<file path="src/rtl/tank_pkg.sv">
// Shared types and constants for the tank game blocks: launcher state,
// screen bounds and keyboard scan codes.
package tank_pkg;

  typedef enum logic [1:0] {
    LS_IDLE     = 2'd0,
    LS_FLIGHT   = 2'd1,
    LS_COOLDOWN = 2'd2
  } launcher_state_t;

  localparam int SCREEN_X_MAX = 639;
  localparam int SCREEN_Y_MAX = 479;

  localparam logic [7:0] KEY_FIRE = 8'h2C;
  localparam logic [7:0] KEY_UP   = 8'h1A;
  localparam logic [7:0] KEY_DOWN = 8'h16;

endpackage

</file>
<file path="src/rtl/key_edge_detect.sv">
// Single-cycle pulse on the first cycle a given keycode appears; holding
// the key produces no further pulses until it is released.
module key_edge_detect #(
  parameter logic [7:0] KEY = 8'h2C
) (
  input  logic       Clk,
  input  logic       Reset,
  input  logic [7:0] keycode,
  output logic       key_pulse
);

  logic [7:0] prev_keycode;

  always_ff @(posedge Clk or posedge Reset) begin
    if (Reset) prev_keycode <= 8'h00;
    else       prev_keycode <= keycode;
  end

  assign key_pulse = (keycode == KEY) && (prev_keycode != KEY);

endmodule

</file>
<file path="src/rtl/bullet_launcher.sv">
// Single-bullet launcher: fires from the turret muzzle on a key press, steps
// the bullet once per video frame, and re-arms after a cooldown.
module bullet_launcher
  import tank_pkg::*;
#(
  parameter logic [7:0] FIRE_KEY        = KEY_FIRE,
  parameter int         X_MAX           = SCREEN_X_MAX,
  parameter int         Y_MAX           = SCREEN_Y_MAX,
  parameter int         STEP_SHIFT      = 2,
  parameter int         COOLDOWN_FRAMES = 8,
  parameter int         FLIGHT_MAX      = 255
) (
  input  logic       Clk,
  input  logic       Reset,
  input  logic       frame_tick,
  input  logic [7:0] keycode,
  input  logic [9:0] motion_x,
  input  logic [9:0] motion_y,
  input  logic [9:0] origin_x,
  input  logic [9:0] origin_y,
  output logic [9:0] bullet_x,
  output logic [9:0] bullet_y,
  output logic       bullet_active,
  output logic       fire_ack,
  output logic [7:0] shots_fired
);

  localparam int FCNT_W = $clog2(FLIGHT_MAX + 1);
  localparam int CCNT_W = $clog2(COOLDOWN_FRAMES + 1);

  launcher_state_t state, state_n;

  logic [9:0]        mot_x, mot_y, mot_x_n, mot_y_n;
  logic [9:0]        bullet_x_n, bullet_y_n;
  logic [FCNT_W-1:0] flight_cnt, flight_cnt_n;
  logic [CCNT_W-1:0] cool_cnt, cool_cnt_n;
  logic [7:0]        shots_n;
  logic              ack_n;
  logic              fire_evt;

  logic signed [11:0] step_x, step_y, next_x, next_y;
  logic               out_of_bounds;

  key_edge_detect #(.KEY(FIRE_KEY)) u_fire_edge (
    .Clk       (Clk),
    .Reset     (Reset),
    .keycode   (keycode),
    .key_pulse (fire_evt)
  );

  // 12-bit signed step keeps negative excursions visible for the bound test.
  assign step_x = $signed({{2{mot_x[9]}}, mot_x}) <<< STEP_SHIFT;
  assign step_y = $signed({{2{mot_y[9]}}, mot_y}) <<< STEP_SHIFT;
  assign next_x = $signed({2'b00, bullet_x}) + step_x;
  assign next_y = $signed({2'b00, bullet_y}) + step_y;
  assign out_of_bounds = (next_x < 0) || (next_x > X_MAX) ||
                         (next_y < 0) || (next_y > Y_MAX);

  always_comb begin
    state_n      = state;
    bullet_x_n   = bullet_x;
    bullet_y_n   = bullet_y;
    mot_x_n      = mot_x;
    mot_y_n      = mot_y;
    flight_cnt_n = flight_cnt;
    cool_cnt_n   = cool_cnt;
    shots_n      = shots_fired;
    ack_n        = 1'b0;
    case (state)
      LS_IDLE: begin
        if (fire_evt) begin
          state_n      = LS_FLIGHT;
          bullet_x_n   = origin_x;
          bullet_y_n   = origin_y;
          mot_x_n      = motion_x;
          mot_y_n      = motion_y;
          flight_cnt_n = '0;
          ack_n        = 1'b1;
          shots_n      = shots_fired + 8'd1;
        end
      end
      LS_FLIGHT: begin
        if (frame_tick) begin
          flight_cnt_n = flight_cnt + 1'b1;
          if (flight_cnt == FCNT_W'(FLIGHT_MAX - 1) || out_of_bounds) begin
            state_n    = LS_COOLDOWN;
            cool_cnt_n = '0;
          end else begin
            bullet_x_n = next_x[9:0];
            bullet_y_n = next_y[9:0];
          end
        end
      end
      LS_COOLDOWN: begin
        if (frame_tick) begin
          cool_cnt_n = cool_cnt + 1'b1;
          if (cool_cnt == CCNT_W'(COOLDOWN_FRAMES - 1)) state_n = LS_IDLE;
        end
      end
      default: state_n = LS_IDLE;
    endcase
  end

  always_ff @(posedge Clk or posedge Reset) begin
    if (Reset) begin
      state         <= LS_IDLE;
      bullet_x      <= '0;
      bullet_y      <= '0;
      mot_x         <= '0;
      mot_y         <= '0;
      flight_cnt    <= '0;
      cool_cnt      <= '0;
      shots_fired   <= '0;
      fire_ack      <= 1'b0;
      bullet_active <= 1'b0;
    end else begin
      state         <= state_n;
      bullet_x      <= bullet_x_n;
      bullet_y      <= bullet_y_n;
      mot_x         <= mot_x_n;
      mot_y         <= mot_y_n;
      flight_cnt    <= flight_cnt_n;
      cool_cnt      <= cool_cnt_n;
      shots_fired   <= shots_n;
      fire_ack      <= ack_n;
      bullet_active <= (state_n == LS_FLIGHT);
    end
  end

endmodule

</file>
<file path="config.mk">
export PLATFORM = sky130hd
export DESIGN_NAME = bullet_launcher
export DESIGN_NICKNAME = d
export VERILOG_FILES = /design/src/rtl/tank_pkg.sv /design/src/rtl/key_edge_detect.sv /design/src/rtl/bullet_launcher.sv
export SDC_FILE = /design/constraint.sdc
export NUM_CORES = 1
export LEC_CHECK = 0
export CAP_MARGIN = 15
export CORE_MARGIN = 2
export CORE_UTILIZATION = 55
export CTS_CLUSTER_DIAMETER = 50
export DETAILED_ROUTE_END_ITERATION = 16
export HOLD_SLACK_MARGIN = 0.15
export PLACE_DENSITY = 0.84
export SLEW_MARGIN = 40
export SYNTH_ARGS = -nofsm -noshare
export SYNTH_HDL_FRONTEND = slang
export SYNTH_SLANG_ARGS = --single-unit
export TNS_END_PERCENT = 30
</file>
<file path="constraint.sdc">
create_clock -name Clk -period 5.9 [get_ports Clk]
set_clock_uncertainty 0.15 [all_clocks]
set_input_delay 0.59 -clock Clk [delete_from_list [all_inputs] [get_ports Clk]]
set_output_delay 0.59 -clock Clk [all_outputs]
set_load 0.03 [all_outputs]
</file>
==> results of run 1 <==
[final timing paths]
check | slack (ns) | from | cells past startpoint | end
max in group asynchronous | 4.58 | Reset | 3 | mot_y[5]$_DFFE_PP0P_
min | 0.32 | shots_fired[7]$_DFFE_PP0P_ | 1 | shots_fired[7]$_DFFE_PP0P_
max reg2reg | 2.40 | bullet_y[2]$_DFFE_PP0P_ | 10 | bullet_y[6]$_DFFE_PP0P_
min reg2reg | 0.32 | shots_fired[7]$_DFFE_PP0P_ | 1 | shots_fired[7]$_DFFE_PP0P_
max | 2.40 | bullet_y[2]$_DFFE_PP0P_ | 10 | bullet_y[6]$_DFFE_PP0P_
min in group asynchronous | 0.56 | Reset | 3 | u_fire_edge.prev_keycode[5]$_DFF_PP0_
[layer usage]
metal | GRT usage [%] | routed length [µm]
met5 | 0 | 0
met4 | 8.53 | 125
met3 | 5.28 | 535
met2 | 41.0 | 4200
met1 | 27.8 | 3450
[worst max-delay path: stages (launching register included)]
cell and delay, ns:
dfrtp_1 0.38, ha_1 0.20, inv_1 0.06, fa_1 0.40, nor2b_1 0.20, o311a_1 0.24, o41ai_2 0.09, nor4_1 0.54
nor4_4 0.09, a31oi_4 0.63, mux2_2 0.41
[metrics by stage]
stage | total power [mW] | setup slack, ns | area (µm²)
2_1_floorplan | 1.20 | 2.74 | 3870
3_3_place_gp | 1.43 | 2.53 | 4790
3_5_place_dp | 1.45 | 2.42 | 4800
4_1_cts | 1.86 | 2.39 | 5010
5_1_grt | 1.97 | 2.24 | 5010
6_report | 1.86 | 2.40 | 5010
[layout by cell type, fill, tap and decap left out, types with 6 or more instances in the layout]
| master | n |
|---|---|
| nand3_1 | 6 |
| a21oi_1 | 14 |
| o21ai_0 | 14 |
| ha_1 | 20 |
| xor2_1 | 14 |
| nor2_1 | 20 |
| nand4_1 | 7 |
| inv_1 | 13 |
| dfrtp_1 | 72 |
| nand2_1 | 40 |
| clkbuf_8 | 10 |
| clkdlybuf4s50_1 | 80 |
| xnor2_1 | 10 |
| mux2_4 | 7 |
| mux2_2 | 29 |
[registers in the layout, summed over array words and instances (netlist names), 4 cells and up]
register                  flops
shots_fired                   8
u_fire_edge.prev_keycode      8
bullet_y                     10
flight_cnt                    8
bullet_x                     10
mot_y                        10
cool_cnt                      4
mot_x                        10
[logic make-up (layout without fill, tap and decap cells)]
kind of cell	after synthesis	count (layout)	synth area share [%]
adders and majority gates	22	22	7.51
xor gates and xnor gates	24	24	5.44
and+or+nand+nor	108	108	14.3
muxes	40	40	12.2
DFF	72	72	46.6
buffers and inverters	22	114	2.49
AOI/OAI and AO/OA	62	62	11.5
[synthesized netlist by cell type, types with 4 or more instances]
master	count	area share, %
o31ai_1	5	0.97
nand3_1	6	0.78
nor2b_1	5	0.81
o21ai_0	14	1.8
clkbuf_1	5	0.49
nor2_1	20	1.9
o21bai_1	4	0.78
xor2_1	14	3.2
mux2i_1	4	1.0
or3_1	4	0.65
inv_1	14	1.4
mux2_4	7	2.7
mux2_2	29	8.4
nor4b_1	4	0.91
dfrtp_1	72	47
nand2b_1	5	0.81
nand4_1	7	1.1
xnor2_1	10	2.3
ha_1	20	6.5
a21oi_1	14	1.8
nand2_1	40	3.9
[layout make-up]
| class | count | share of cell area [%] |
|---|---|---|
| repair buffers | 84 | 16.8 |
| multi-input cells | 256 | 39.7 |
| clock buffers | 11 | 2.82 |
| flip-flops and latches | 72 | 36.0 |
| well taps | 96 | 2.40 |
| clock inverters | 5 | 1.27 |
| inverters | 14 | 1.05 |
[power breakdown]
part | switching [mW] | internal (mW) | leakage (nW)
sequential | 0.0924 | 0.589 | 0.939
clock | 0.194 | 0.211 | 0.101
combinational | 0.411 | 0.360 | 1.27
total | 0.698 | 1.16 | 2.31
==> metrics.md, run 1 <==
| Metric | Value |
|---|---|
| Gate Count Post-Synth | `350` |
| Synth Net Count | `423` |
| Die Y | `87.9 µm` |
| Fill cells | `463` |
| Dpl cells | `522` |
| Die footprint | `7720 µm²` |
| Outcome | `completed` |
| Tmin final | `3.50 ns` |
| Total global-route track usage | `23.3%` |
| Count of cell types in the netlist | `54` |
| Core Area | `6790 µm²` |
| Post-Syn Area | `3870 µm²` |
| Sequential standard cell area | `1800 µm²` |
| Final nets | `510` |
| PwrDens | `371 nW/µm²` |
| CTS tree | `done` |
| Endpoints failing setup | `0` |
| CP Class | `flip-flop to flip-flop` |
| Final hold violations | `0` |
| Row count | `30` |
| Port bufs | `80` |
| CP Capture Type | `flip-flop` |
| Required time worst endpoint | `5.99 ns` |
| Wirelength per Cell | `15.4 µm` |
| Hold WC Path Type | `flip-flop to flip-flop` |
| Multi-input logic area | `1990 µm²` |
| Total CTS buffers | `9` |
| Hold_ws | `0.323 ns` |
| CTS resizes | `0` |
| Ant. Diodes | `0` |
| Drt first-iter violations | `155` |
| Max Cap Violations | `0` |
| Post-CTS Hold Buffers | `0` |
| F_max | `286 MHz` |
| Area Growth Syn to Fin | `29.5%` |
| Register area share after synthesis | `46.6%` |
| Max Slew Vio Count | `0` |
| Post-synth ARST share | `100%` |
| Largest net degree at the start of global routing | `73` |
| Seq cells post-synth | `72` |
| Clk slew on worst S/H paths | `0.08 ns` |
| Clock Tree Buf Depth | `2` |
| Gpl congestion | `0.834` |
| Initial Utilization | `56.9%` |
| Gr ovfl total | `0` |
| Unrepaired setup endpoints after global routing | `no` |
| TritonCTS Sinks | `72` |
| Post-synth EDFFs | `0` |
| Synth warn | `0` |
| Worst-Margin Slew | `0.767 ns` |
| Critical Path AT | `3.59 ns` |
| Layout cell share with drive strength beyond 1 | `15.8%` |
| Setup bufs post-CTS | `0` |
| Setup TNS | `0 ns` |
| Initial antenna violation count | `0` |
| Synth Flop Type | `dfrtp_1` |
| Utilization after layout | `73.7%` |
| CP startpoint kind | `flip-flop` |
| Detailed Routing Iterations Pass 1 | `4` |
| # DRC | `0` |
| Clk_lat worst skew | `0.35 ns` |
| Vias in the first global route | `3,119` |
| I/O pin total | `81` |
| Max-slew headroom | `48.9%` |
| VDD IR max | `0.257 mV` |
| Die X | `87.9 µm` |
| Vias per std cell | `5.48` |
| Via count | `2,950` |
| Post-DRT Antenna Nets | `0` |
| Ratio of final minimum period to clock period | `59.4%` |
| Non-Filler Instances | `538` |
| First-pass GRT wire length | `14,000 µm` |
| Detailed Route WL | `8310 µm` |
| CTS H-tree lvls | `3` |
| Worst-path fanout max | `16` |
| Static leakage | `2.31 nW` |
| Post-DP HPWL | `5990 µm` |
| Syn_area_per_cell | `11.0 µm²` |
| CTS root buffer | `clkbuf_8` |
Note: power is estimated with default switching activity, not from simulation.
==> run 2: changes to the inputs <==
--- a/config.mk
+++ b/config.mk
@@ -7,11 +7,11 @@
 export LEC_CHECK = 0
 export CAP_MARGIN = 15
 export CORE_MARGIN = 2
-export CORE_UTILIZATION = 55
+export CORE_UTILIZATION = 46
 export CTS_CLUSTER_DIAMETER = 50
 export DETAILED_ROUTE_END_ITERATION = 16
 export HOLD_SLACK_MARGIN = 0.15
-export PLACE_DENSITY = 0.84
+export PLACE_DENSITY = 0.75
 export SLEW_MARGIN = 40
 export SYNTH_ARGS = -nofsm -noshare
 export SYNTH_HDL_FRONTEND = slang
==> constraint.sdc (replaced) <==
create_clock -name Clk -period 3.1 [get_ports Clk]
set_clock_uncertainty 0.15 [all_clocks]
set_input_delay 0.31 -clock Clk [delete_from_list [all_inputs] [get_ports Clk]]
set_output_delay 0.31 -clock Clk [all_outputs]
set_load 0.03 [all_outputs]
==> metrics.md, run 2 (synthesis gave the netlist of run 1 again) <==
| Metric | Value |
|---|---|
| CTS tree | `done` |
| Critical Path End | `bullet_x[9]$_DFFE_PP0P_` |
| Worst-Margin Slew | `0.664 ns (-0.103 ns)` |
| Gpl congestion | `0.935 (+12%)` |
| Outcome | `completed` |
| Switching power | `1.36 mW (+94%)` |
| Layout cell share with drive strength beyond 1 | `18.1% (+2.3 points)` |
| M1 wire length | `3860 µm (+12%)` |
| Sequential standard cell area | `1800 µm² (unchanged)` |
| Clk_lat worst skew | `0.34 ns (about the same)` |
| R2R Path End | `bullet_x[9]$_DFFE_PP0P_` |
| Ant. Diodes | `0 (unchanged)` |
| Post-DP HPWL | `6280 µm (+5.0%)` |
| Critical Path AT | `3.04 ns (-0.55 ns)` |
| Detailed Routing Iterations Pass 1 | `4 (unchanged)` |
| Multi-input logic area | `2040 µm² (+2.4%)` |
| Vias per std cell | `5.36 (-2.2%)` |
| I/O pin total | `81 (unchanged)` |
| Clock Power Share | `19.4% (-2.4 points)` |
| Clock Tree Buf Depth | `2 (unchanged)` |
| Drt first-iter violations | `123 (-21%)` |
| CP Class | `flip-flop to flip-flop` |
| Clk slew on worst S/H paths | `0.08 ns (about the same)` |
| Die X | `95.7 µm (+8.9%)` |
| Tmin final | `2.97 ns (-0.535 ns)` |
| Via count | `2,960 (+0.34%)` |
| Hold WC Path Type | `input port to asynchronous set/reset pin` |
| R2R setup slack | `0.13 ns (-2.27 ns)` |
| Commonest non-fill, non-tap cell in the layout | `clkdlybuf4s50_1` |
| Dpl ws | `0.0958 ns (-2.33 ns)` |
| TritonCTS Sinks | `72 (unchanged)` |
| Endpoints failing setup | `0 (unchanged)` |
| Port bufs | `80 (unchanged)` |
| Worst-path fanout max | `7 (-9)` |
| Detailed Route WL | `8540 µm (+2.8%)` |
| Final nets | `515 (+0.98%)` |
| Initial Utilization | `47.3% (-9.6 points)` |
| F_max | `337 MHz (+18%)` |
| Pwr Total | `3.53 mW (+90%)` |
| Max Cap Violations | `0 (unchanged)` |
| CTS H-tree lvls | `3 (unchanged)` |
| Die Y | `95.7 µm (+8.9%)` |
| Power share of the combinational group | `43.9% (+2.4 points)` |
| Initial antenna violation count | `0 (unchanged)` |
| CP startpoint kind | `flip-flop` |
| DR top layer | `met4` |
| Core Area | `8180 µm² (+20%)` |
| First-pass GRT wire length | `13,800 µm (-1.5%)` |
| Fill cells | `693 (+50%)` |
| Ratio of final minimum period to clock period | `95.7% (+36 points)` |
| CP Capture Type | `flip-flop` |
| Reg-to-reg critical path startpoint | `bullet_x[8]$_DFFE_PP0P_` |
| Post-CTS Hold Buffers | `0 (unchanged)` |
| Metal3 WL | `483 µm (-9.7%)` |
| VDD IR max | `0.385 mV (+50%)` |
| Die footprint | `9160 µm² (+19%)` |
| Area Growth Syn to Fin | `31.4%` |
| Int Pwr | `2.17 mW (+87%)` |
| Required time worst endpoint | `3.17 ns (-2.82 ns)` |
| PwrDens | `694 nW/µm² (+87%)` |
| Setup WS post-layout | `0.133 ns (-2.27 ns)` |
| Row count | `33 (+10%)` |
| Routed length on met2 | `4100 µm (-2.4%)` |
| R2R cell count | `9 (-1)` |
| Max-slew headroom | `55.6% (+6.7 points)` |
| Wirelength per Cell | `15.5 µm (+0.17%)` |
| Post-DRT Antenna Nets | `0 (unchanged)` |
| Switching share of total power | `38.5% (+0.93 points)` |
| Vias in the first global route | `2,948 (-5.5%)` |
| CTS root buffer | `clkbuf_8` |
| Max Slew Vio Count | `0 (unchanged)` |
| Setup crit start | `bullet_x[8]$_DFFE_PP0P_` |
| Total global-route track usage | `19.7% (-3.6 points)` |
| Hold_ws | `0.184 ns (-0.139 ns)` |
| Total CTS buffers | `9 (unchanged)` |
| Static leakage | `2.34 nW (+1.0%)` |
| Largest net degree at the start of global routing | `31 (-58%)` |
| Gr ovfl total | `0 (unchanged)` |
| Reg power frac | `36.6% (about the same)` |
| Most frequent cells in the layout | `clkdlybuf4s50_1, dfrtp_1, nand2_1` |
| # DRC | `0 (unchanged)` |
| Final hold violations | `0 (unchanged)` |
-- run 2: cell count changes in the layout (fill, tap and decap cells not counted), moves of 2 or more --
cell / previous run / this run
nor4_1: 2 / 0
nor2b_1: 5 / 3
buf_4: 2 / 8
nor4_2: 0 / 2
-- run 2: worst min-delay path by stage --
stage,depth (start not counted),slack [ns],end
global route,2,0.21,mot_x[9]$_DFFE_PP0P_
CTS,2,0.19,mot_x[9]$_DFFE_PP0P_
detailed placement,1,0.34,shots_fired[7]$_DFFE_PP0P_
global placement,1,0.32,shots_fired[7]$_DFFE_PP0P_
finish,2,0.18,mot_x[9]$_DFFE_PP0P_
floorplan,0,0.19,u_fire_edge.prev_keycode[0]$_DFF_PP0_
-- run 2: metal layers --
metal / GRT usage (%) / up-vias
met4: 6.19 / 0
met5: 0 / -
met1: 25.2 / 1430
met3: 5.87 / 10
li1: - / 1435
met2: 32.2 / 85
-- run 2: critical path, stage by stage (launching register included) --
cell	delay [ns]
dfrtp_1	0.41
ha_1	0.39
a21oi_1	0.28
or4bb_1	0.16
o211ai_1	0.09
a211o_1	0.33
nor4_4	0.39
a31oi_4	0.15
buf_4	0.21
mux2_4	0.30
-- run 2: final cells by class --
cell class	instances	area share [%]
sequential	72	35.5
clock inverter	5	0.763
multi-input combinational	256	40.1
inverter	14	1.03
timing repair buffer	89	17.3
tap	105	2.58
clock buffer	11	2.78
-- run 2: what timing repair did --
| action | in CTS | in global routing |
|---|---|---|
| resized for setup | 0 | 8 |
| setup endpoints to repair | 0 | 15 |
| setup buffers | 0 | 1 |
-- run 2: power by group through the flow --
stage | Clock [mW] | Sequential [mW] | Combinational [mW]
floorplan | 0 | 1.49 | 0.800
global placement | 0 | 1.30 | 1.44
detailed placement | 0 | 1.31 | 1.47
CTS | 0.700 | 1.29 | 1.49
global route | 0.751 | 1.32 | 1.68
finish | 0.685 | 1.29 | 1.55
-- run 2: metrics by stage --
| stage | TNS, ns | util [%] | instances | instance area, µm² |
|---|---|---|---|---|
| 2_1_floorplan | 0 | - | 350 | 3870 |
| 3_3_place_gp | 0 | 59.4 | 535 | 4850 |
| 3_5_place_dp | 0 | 59.4 | 535 | 4850 |
| 4_1_cts | 0 | 61.6 | 551 | 5030 |
| 5_1_grt | -0.00327 | 62.2 | 552 | 5080 |
| 6_report | 0 | 62.2 | 552 | 5080 |
==> run 3: changes to the inputs <==
--- a/config.mk
+++ b/config.mk
@@ -11,7 +11,7 @@
 export CTS_CLUSTER_DIAMETER = 50
 export DETAILED_ROUTE_END_ITERATION = 16
 export HOLD_SLACK_MARGIN = 0.15
-export PLACE_DENSITY = 0.75
+export PLACE_DENSITY = 0.76
 export SLEW_MARGIN = 40
 export SYNTH_ARGS = -nofsm -noshare
 export SYNTH_HDL_FRONTEND = slang
==> constraint.sdc (replaced) <==
create_clock -name Clk -period 3.1 [get_ports Clk]
set_clock_uncertainty 0.15 [all_clocks]
set_input_delay 0.31 -clock Clk [delete_from_list [all_inputs] [get_ports Clk]]
set_output_delay 0.31 -clock Clk [all_outputs]
set_load 0.05 [all_outputs]
==> metrics.md, run 3 (synthesis gave the netlist of run 1 again) <==
| Metric | Value |
|---|---|
| Ratio of final minimum period to clock period | `95.0% (-0.74 points)` |
| Clk_lat worst skew | `0.35 ns (about the same)` |
| VDD IR max | `0.530 mV (+38%)` |
| Utilization after layout | `62.5% (+0.37 points)` |
| Tmin final | `2.94 ns (-0.0230 ns)` |
| Initial antenna violation count | `0 (unchanged)` |
| Reg-to-reg critical path startpoint | `bullet_x[8]$_DFFE_PP0P_` |
| Final nets | `515 (unchanged)` |
| Int Pwr | `2.37 mW (+9.3%)` |
| Largest net degree at the start of global routing | `35 (+13%)` |
| Most frequent cells in the layout | `clkdlybuf4s50_1, dfrtp_1, nand2_1` |
| Area Growth Syn to Fin | `32.2%` |
| CP peak stage delay | `0.41 ns (about the same)` |
| Ant. Diodes | `0 (unchanged)` |
| Multi-input logic area | `2000 µm² (-1.9%)` |
| Critical Path, Cell by Cell | `ha_1 -> a21oi_1 -> or4bb_1 -> o211ai_1 -> a211o_1 -> nor4_4 -> a31oi_4 -> buf_12 -> mux2_4` |
| Detailed Routing Iterations Pass 1 | `4 (unchanged)` |
| Hold WC Path Type | `input port to asynchronous set/reset pin` |
| R2R Path End | `bullet_x[2]$_DFFE_PP0P_` |
| Power share of the combinational group | `42.6% (-1.3 points)` |
| CP startpoint kind | `flip-flop` |
| Dpl ws | `0.142 ns (+0.0463 ns)` |
| First-pass GRT wire length | `14,300 µm (+4.0%)` |
| Die X | `95.7 µm (unchanged)` |
| CP Capture Type | `flip-flop` |
| Switching share of total power | `38.5% (about the same)` |
| CTS resizes | `0 (unchanged)` |
| Setup WS post-layout | `0.156 ns (+0.0230 ns)` |
| Endpoints failing setup | `0 (unchanged)` |
| Port bufs | `80 (unchanged)` |
| Crit path max-delay family | `compound AO/OA/AOI/OAI gates` |
| Clk slew on worst S/H paths | `0.08 ns (about the same)` |
| Fill cells | `667 (-3.8%)` |
| Post-DRT Antenna Nets | `0 (unchanged)` |
| Max Cap Violations | `0 (unchanged)` |
| Die Y | `95.7 µm (unchanged)` |
| Layout cell share with drive strength beyond 1 | `17.9% (-0.22 points)` |
| CP max stage cell | `dfrtp_1` |
| Setup TNS | `0 ns (unchanged)` |
| Total CTS buffers | `9 (unchanged)` |
| Vias in the first global route | `3,096 (+5.0%)` |
| Total global-route track usage | `20.4% (+0.75 points)` |
| I/O pin total | `81 (unchanged)` |
| Clock Tree Buf Depth | `2 (unchanged)` |
| R2R cell count | `9 (unchanged)` |
| Max Slew Vio Count | `0 (unchanged)` |
| Sequential standard cell area | `1810 µm² (+0.21%)` |
| CP Class | `flip-flop to flip-flop` |
| Vias per std cell | `5.32 (-0.78%)` |
| Switching power | `1.48 mW (+9.3%)` |
| Unrepaired setup endpoints after global routing | `no` |
| Post-CTS Hold Buffers | `0 (unchanged)` |
| Final hold violations | `0 (unchanged)` |
| Core Area | `8180 µm² (unchanged)` |
| Worst-path fanout max | `12 (+5)` |
| Wirelength per Cell | `15.2 µm (-1.6%)` |
| Worst-Margin Slew | `0.684 ns (+0.0201 ns)` |
| Gr ovfl total | `0 (unchanged)` |
| Commonest non-fill, non-tap cell in the layout | `clkdlybuf4s50_1` |
| Row count | `33 (unchanged)` |
| Setup bufs post-CTS | `0 (unchanged)` |
| Max-slew headroom | `54.3% (-1.2 points)` |
| CTS root buffer | `clkbuf_8` |
| F_max | `340 MHz (+0.78%)` |
| PwrDens | `754 nW/µm² (+8.7%)` |
| R2R setup slack | `0.16 ns (+0.02 ns)` |
| Pwr Total | `3.85 mW (+9.3%)` |
| TritonCTS Sinks | `72 (unchanged)` |
| Outcome | `completed` |
| Hold_ws | `0.223 ns (+0.0386 ns)` |
| Die footprint | `9160 µm² (unchanged)` |
| Static leakage | `2.36 nW (+1.1%)` |
| Clock Power Share | `23.6% (+4.2 points)` |
| CTS tree | `done` |
| # DRC | `0 (unchanged)` |
| Drt first-iter violations | `101 (-18%)` |
| Worst Path Buf+Inv | `1 (unchanged)` |
| Initial Utilization | `47.3% (unchanged)` |
| Detailed Route WL | `8400 µm (-1.6%)` |
| Post-DP HPWL | `6330 µm (+0.66%)` |
| Gpl congestion | `0.887 (-5.1%)` |
| Required time worst endpoint | `3.17 ns (about the same)` |
| Reg power frac | `33.8% (-2.8 points)` |
| CTS H-tree lvls | `3 (unchanged)` |
| Critical Path AT | `3.02 ns (-0.02 ns)` |
| Via count | `2,937 (-0.78%)` |
## run 3: layout make-up
| cell class | count | share of cell area (%) |
|---|---|---|
| well taps | 105 | 2.57 |
| multi-input cells | 256 | 39.1 |
| repair buffers | 89 | 17.2 |
| inverters | 14 | 1.03 |
| clock inverters | 5 | 2.03 |
| flip-flops and latches | 72 | 35.3 |
| clock buffers | 11 | 2.77 |
## run 3: how the worst max path moves through the flow
stage	end	startpoint	slack, ns	depth (start not counted)
2_1_floorplan	bullet_x[2]$_DFFE_PP0P_	bullet_x[3]$_DFFE_PP0P_	0.02	10
3_3_place_gp	bullet_x[8]$_DFFE_PP0P_	bullet_y[2]$_DFFE_PP0P_	0.19	11
3_5_place_dp	bullet_y[8]$_DFFE_PP0P_	bullet_y[2]$_DFFE_PP0P_	0.14	11
4_1_cts	bullet_y[8]$_DFFE_PP0P_	bullet_y[2]$_DFFE_PP0P_	0.10	11
5_1_grt	bullet_y[8]$_DFFE_PP0P_	bullet_x[2]$_DFFE_PP0P_	0.01	11
6_report	bullet_x[2]$_DFFE_PP0P_	bullet_x[8]$_DFFE_PP0P_	0.16	9
## run 3: power groups by stage
stage	logic (mW)	clock network, mW	registers [mW]
floorplan	0.800	0	1.66
global placement	1.61	0	1.30
detailed placement	1.64	0	1.32
CTS	1.65	0.930	1.30
global route	1.78	0.977	1.33
finish	1.64	0.910	1.30
## run 3: through the flow
stage	std cells	cell area (µm²)
floorplan	350	3880
global placement	536	4860
detailed placement	536	4860
CTS	552	5110
global route	552	5110
finish	552	5110
## run 3: per-layer routing
metal | share of wire [%] | vias up | GRT usage (%) | wire length, µm
met5 | 0 | - | 0 | 0
met1 | 44 | 1421 | 25.7 | 3690
met4 | 1.5 | 0 | 7.02 | 129
li1 | - | 1433 | - | -
met2 | 49 | 68 | 35.0 | 4150
met3 | 5.2 | 15 | 4.31 | 439
